`config.mk`:
```
export PLATFORM = sky130hd
export DESIGN_NAME = regbank_writeback_queue
export DESIGN_NICKNAME = d
export VERILOG_FILES = /design/src/rtl/regbank_writeback_queue.sv
export SDC_FILE = /design/constraint.sdc
export NUM_CORES = 1
export LEC_CHECK = 0
export CORE_MARGIN = 2
export CORE_UTILIZATION = 52
export DETAILED_ROUTE_END_ITERATION = 16
export PLACE_DENSITY_LB_ADDON = 0.05
export SYNTH_ARGS = -nofsm -noshare
export SYNTH_HDL_FRONTEND = slang
export SYNTH_SLANG_ARGS = --single-unit
```
`constraint.sdc`:
```
create_clock -name clk -period 9.2 [get_ports clk]
set_input_delay 1.84 -clock clk [delete_from_list [all_inputs] [get_ports clk]]
set_output_delay 1.84 -clock clk [all_outputs]
set_load 0.03 [all_outputs]
```
`src/rtl/regbank_writeback_queue.sv`:
```
// In-order write-back queue feeding the register bank write port.
// Pending entries are forwarded to both read ports, and the youngest matching entry wins.
module regbank_writeback_queue #(
    parameter int DATA_W  = 64,
    parameter int ADDR_W  = 5,
    parameter int DEPTH   = 4,
    parameter int DROP_X0 = 1
) (
    input  logic              clk,
    input  logic              rst,
    input  logic              wb_valid,
    input  logic [ADDR_W-1:0] wb_rd,
    input  logic [DATA_W-1:0] wb_data,
    output logic              wb_ready,
    input  logic              wb_hold,
    output logic [ADDR_W-1:0] register3,
    output logic [DATA_W-1:0] datain,
    output logic              regwrite,
    input  logic [ADDR_W-1:0] rs1,
    input  logic [ADDR_W-1:0] rs2,
    output logic              fwd1_hit,
    output logic [DATA_W-1:0] fwd1_data,
    output logic              fwd2_hit,
    output logic [DATA_W-1:0] fwd2_data
);

    localparam int PTR_W = $clog2(DEPTH);
    localparam int CNT_W = PTR_W + 1;

    logic [DEPTH-1:0]  r_valid;
    logic [ADDR_W-1:0] r_rd   [DEPTH];
    logic [DATA_W-1:0] r_data [DEPTH];
    logic [PTR_W-1:0]  r_wr_ptr;
    logic [PTR_W-1:0]  r_rd_ptr;
    logic [CNT_W-1:0]  r_count;

    logic              w_drop_rd;
    logic              w_store;
    logic              w_retire;
    logic              w_nonempty;
    logic [DATA_W:0]   w_fwd1;
    logic [DATA_W:0]   w_fwd2;

    // Walk from oldest to youngest so a later (younger) match overrides an earlier one.
    function automatic logic [DATA_W:0] fwd_lookup(input logic [ADDR_W-1:0] rs);
        logic [DATA_W:0]  res;
        logic [PTR_W-1:0] idx;
        res = '0;
        for (int k = 0; k < DEPTH; k++) begin
            idx = r_rd_ptr + PTR_W'(k);
            if (r_valid[idx] && (r_rd[idx] == rs) && !((DROP_X0 != 0) && (rs == '0))) begin
                res = {1'b1, r_data[idx]};
            end else begin
                res = res;
            end
        end
        return res;
    endfunction

    assign w_nonempty = (r_count != '0);
    assign w_drop_rd  = (DROP_X0 != 0) && (wb_rd == '0);
    assign wb_ready   = (r_count != CNT_W'(DEPTH));
    assign w_store    = wb_valid && wb_ready && !w_drop_rd;
    assign w_retire   = w_nonempty && !wb_hold;
    assign regwrite   = w_retire;
    assign register3  = w_nonempty ? r_rd[r_rd_ptr]   : '0;
    assign datain     = w_nonempty ? r_data[r_rd_ptr] : '0;

    // Forwarding search for both bank read ports.
    always_comb begin
        w_fwd1 = fwd_lookup(rs1);
        w_fwd2 = fwd_lookup(rs2);
    end

    assign fwd1_hit  = w_fwd1[DATA_W];
    assign fwd1_data = w_fwd1[DATA_W-1:0];
    assign fwd2_hit  = w_fwd2[DATA_W];
    assign fwd2_data = w_fwd2[DATA_W-1:0];

    // Queue storage, pointers and occupancy.
    always_ff @(posedge clk or posedge rst) begin
        if (rst) begin
            r_valid  <= '0;
            r_wr_ptr <= '0;
            r_rd_ptr <= '0;
            r_count  <= '0;
            for (int i = 0; i < DEPTH; i++) begin
                r_rd[i]   <= '0;
                r_data[i] <= '0;
            end
        end else begin
            if (w_retire) begin
                r_valid[r_rd_ptr] <= 1'b0;
                r_rd_ptr          <= r_rd_ptr + PTR_W'(1);
            end
            // Store is blocked when full and retire is gated when empty, so the two slots never coincide.
            if (w_store) begin
                r_valid[r_wr_ptr] <= 1'b1;
                r_rd[r_wr_ptr]    <= wb_rd;
                r_data[r_wr_ptr]  <= wb_data;
                r_wr_ptr          <= r_wr_ptr + PTR_W'(1);
            end
            case ({w_store, w_retire})
                2'b10:   r_count <= r_count + CNT_W'(1);
                2'b01:   r_count <= r_count - CNT_W'(1);
                default: r_count <= r_count;
            endcase
        end
    end

endmodule

```
==> flow_metrics.tcl <==
set metrics [dict create \
    wl_per_cell_microns 26.7 \
    drive_above_1_share 0.310 \
    nFillCells 3523 \
    finClkSkew_ns 0.0215 \
    drtAntennaViolNets 0 \
    globalplace.congestion 0.840 \
    die_h_microns 216 \
    setup-violations-final 0 \
    min_path_type "flip-flop to flip-flop" \
    r2r_setup_slack_ns 6.04 \
    fp.coreArea_sq_um 44200 \
    dieArea_sq_um 46600 \
    whs_endpoint "r_count[2]" \
    synth_area_sq_um 23300 \
    worst-path-buf-inv 3 \
    startpoint_type "primary input" \
    synthArstFlopShare 1.00 \
    syn_area_per_cell_sq_um 11.6 \
    status "finished clean" \
    crit_chain "clkdlybuf4s50_1 > nor4_1 > nor3_1 > o211a_2 > nand2_2 > buf_4 > a311oi_1 > o31ai_1 > clkdlybuf4s50_1" \
    cts_htree_levels 2 \
    clock_path_buffers 3 \
    first_iter_violations 2014 \
    layout.nets 2239 \
    port_buffers 283 \
    start_util 0.527 \
    r2r_cells 7 \
    clk_latency_ns 0.55 \
    setup_tns_ns 0 \
    grt_pass1_wl_mm 114 \
    firstDrtPassIters 5 \
    max_slew_margin 0.177 \
    layout_min_cycle_time_ns 7.84 \
    synth_flop_cell "dfrtp_1" \
    grt_usage 0.316 \
    synth-edff-count 0 \
    post-cts-setup-buffer-count 0 \
    fin_crit_sh 0.852 \
    vias 19400 \
    clk_pin_slew_worst_paths_ns 0.05 \
    cpMaxStageDelayCell "clkdlybuf4s50_1" \
    dp_hpwl_mm 44.5 \
    synth_cell_type_count 48 \
    ys_ff_latch 287 \
    layout_commonest_cell "mux2_2" \
    seq_area_frac_synth 0.308 \
    grt_start_max_net_pins 169 \
    ios 284 \
    critPathMostFrequentCell "clkdlybuf4s50_1" \
    ctsResizeCount 0 \
    cp_top_family "buffers and inverters" \
    drc 0 \
    finalHoldViolCount 0 \
    dieWidth_microns 216 \
    netlist_instances 2011 \
    viasPerCell 7.00 \
    grt-ovfl-total 0 \
    rsz0062_at_grt "false" \
    synth_fp_nets 2104 \
    cts_buffers 35 \
    cp.depth 9 \
    drv_slew 0 \
    critPathArrivalTime_ns 6.00 \
    min_from "r_count[2]" \
    cts.sinks 287 \
    worst_pin_slew_ns 1.23 \
    hold_depth 1 \
    cts-root-buf "clkbuf_16" \
    tritoncts "yes" \
    drv_cap 0 \
    fmax_ghz 0.128 \
    crit_fanout 32 \
    rows 77 \
    cp_data_required_time_ns 7.36 \
    cts_hold_buf 0 \
    antenna_found_initial 12 \
    drt-total-wl_mm 73.9 \
    reg2reg_from "r_count[0]" \
    cp-end-kind "output port" \
    cpPeakStageDelay_ns 0.76 \
    layout_common_cells "mux2_2, dfrtp_1, clkdlybuf4s50_1" \
    r2r-end "r_data[27]" \
    syn2layout_area_growth_pct 17.8 \
    path_class "primary input to output port" \
    yosysWarnings 0 \
    grt_pass1_vias 19200 \
]
==> worst reg2reg max path, delay by kind of cell (launching register included) <==
kind,cells,cell delay (ns)
buffers and inverters,2,0.67
AND/OR/NAND/NOR,3,0.58
multiplexers,1,0.45
flip-flops,1,0.40
AO/OA/AOI/OAI,1,0.94
==> per-stage QoR <==
step | worst slack (ns) | utilization | hold WS (ns) | area, sq um | instances
6_report | 1.36 | 0.621 | 0.512 | 27500 | 2766
3_5_place_dp | 1.46 | 0.594 | 0.508 | 26300 | 2701
5_1_grt | 1.17 | 0.621 | 0.527 | 27500 | 2763
4_1_cts | 1.44 | 0.621 | 0.516 | 27400 | 2760
2_1_floorplan | 2.95 | - | 0.464 | 23300 | 2011
3_3_place_gp | 1.53 | 0.594 | 0.499 | 26300 | 2701
==> worst max-delay path by stage <==
stage | from | endpoint | slack (ns)
after floorplan | r_rd_ptr[0] | fwd1_data[1] | 2.95
after global placement | rs1[0] | fwd1_data[31] | 1.53
after detailed placement | rs1[0] | fwd1_data[31] | 1.46
after CTS | r_rd_ptr[1] | fwd1_data[31] | 1.44
after global routing | r_rd_ptr[0] | fwd1_data[28] | 1.17
final | rs1[0] | fwd1_data[60] | 1.36
==> registers in the layout, indices dropped and copies added, names as in the netlist <==
| name | flops |
|---|---|
| r_rd | 20 |
| r_count | 3 |
| r_valid | 4 |
| r_data | 256 |
| r_rd_ptr | 2 |
| r_wr_ptr | 2 |
==> Yosys cell counts, types with 2 or more instances <==
library cell  count  area (sq um)
nor3_1           52           260
nor2_1          127           477
o22ai_2           4          50.1
mux4_2          270          6080
o211ai_1         64           480
a31oi_1          71           444
a21boi_0         58           435
a211oi_1         17           128
inv_1            19          71.3
a21oi_1           5          25.0
o31ai_1          53           398
clkbuf_1         98           368
xor2_1            6          52.6
buf_1            35           131
nand3_1           5          25.0
dfrtp_1         287          7180
nand3b_1          3          22.5
nand2_1         149           559
a221oi_1          4          35.0
and2_1            4          25.0
ha_1              9           113
o21ai_0          12          60.1
buf_4            17           128
nor2_2            2          12.5
mux2_2          286          3220
o211a_1           2          20.0
and3_1          101           632
a311oi_1         47           412
mux2i_1          11           110
o21ai_2           3          26.3
buf_2            58           290
nor2b_1          64           400
nor4_1            3          18.8
buf_6            12           135
xnor2_1          36           315
nand4_1           5          31.3
==> routing by layer <==
metal  part of all wire  track usage  up-vias  routed length (microns)
met2               0.47        0.502     1065                    35100
met4              0.039        0.140        8                     2870
li1                   -            -     8140                        -
met1               0.40        0.423     9922                    29500
met3              0.086       0.0650      223                     6360
met5            0.00069            0        -                       51
==> final cells by class <==
| cell class | count | area [sq um] | area share |
|---|---|---|---|
| Sequential cell | 287 | 7190 | 0.262 |
| Clock buffer | 50 | 1020 | 0.0373 |
| Antenna cell | 6 | 15.0 | 0.000547 |
| Multi-Input combinational cell | 1483 | 15100 | 0.549 |
| Tap cell | 592 | 741 | 0.0270 |
| Clock inverter | 9 | 148 | 0.00538 |
| Inverter | 19 | 75.1 | 0.00273 |
| Timing Repair Buffer | 320 | 3190 | 0.116 |
==> cell families after synthesis <==
group                    count (synthesis)  synth area share
AND/OR/NAND/NOR                        521             0.108
multiplexers                           567             0.404
AO/OA/AOI/OAI                          342             0.109
XOR/XNOR                                43            0.0165
adder cells (fa/ha/maj)                 10           0.00569
buffers and inverters                  241            0.0497
flip-flops                             287             0.308
Power is left out: the tool's default activity adds up to more than one toggle a clock period on the data nets, which glitch-free logic cannot reach.
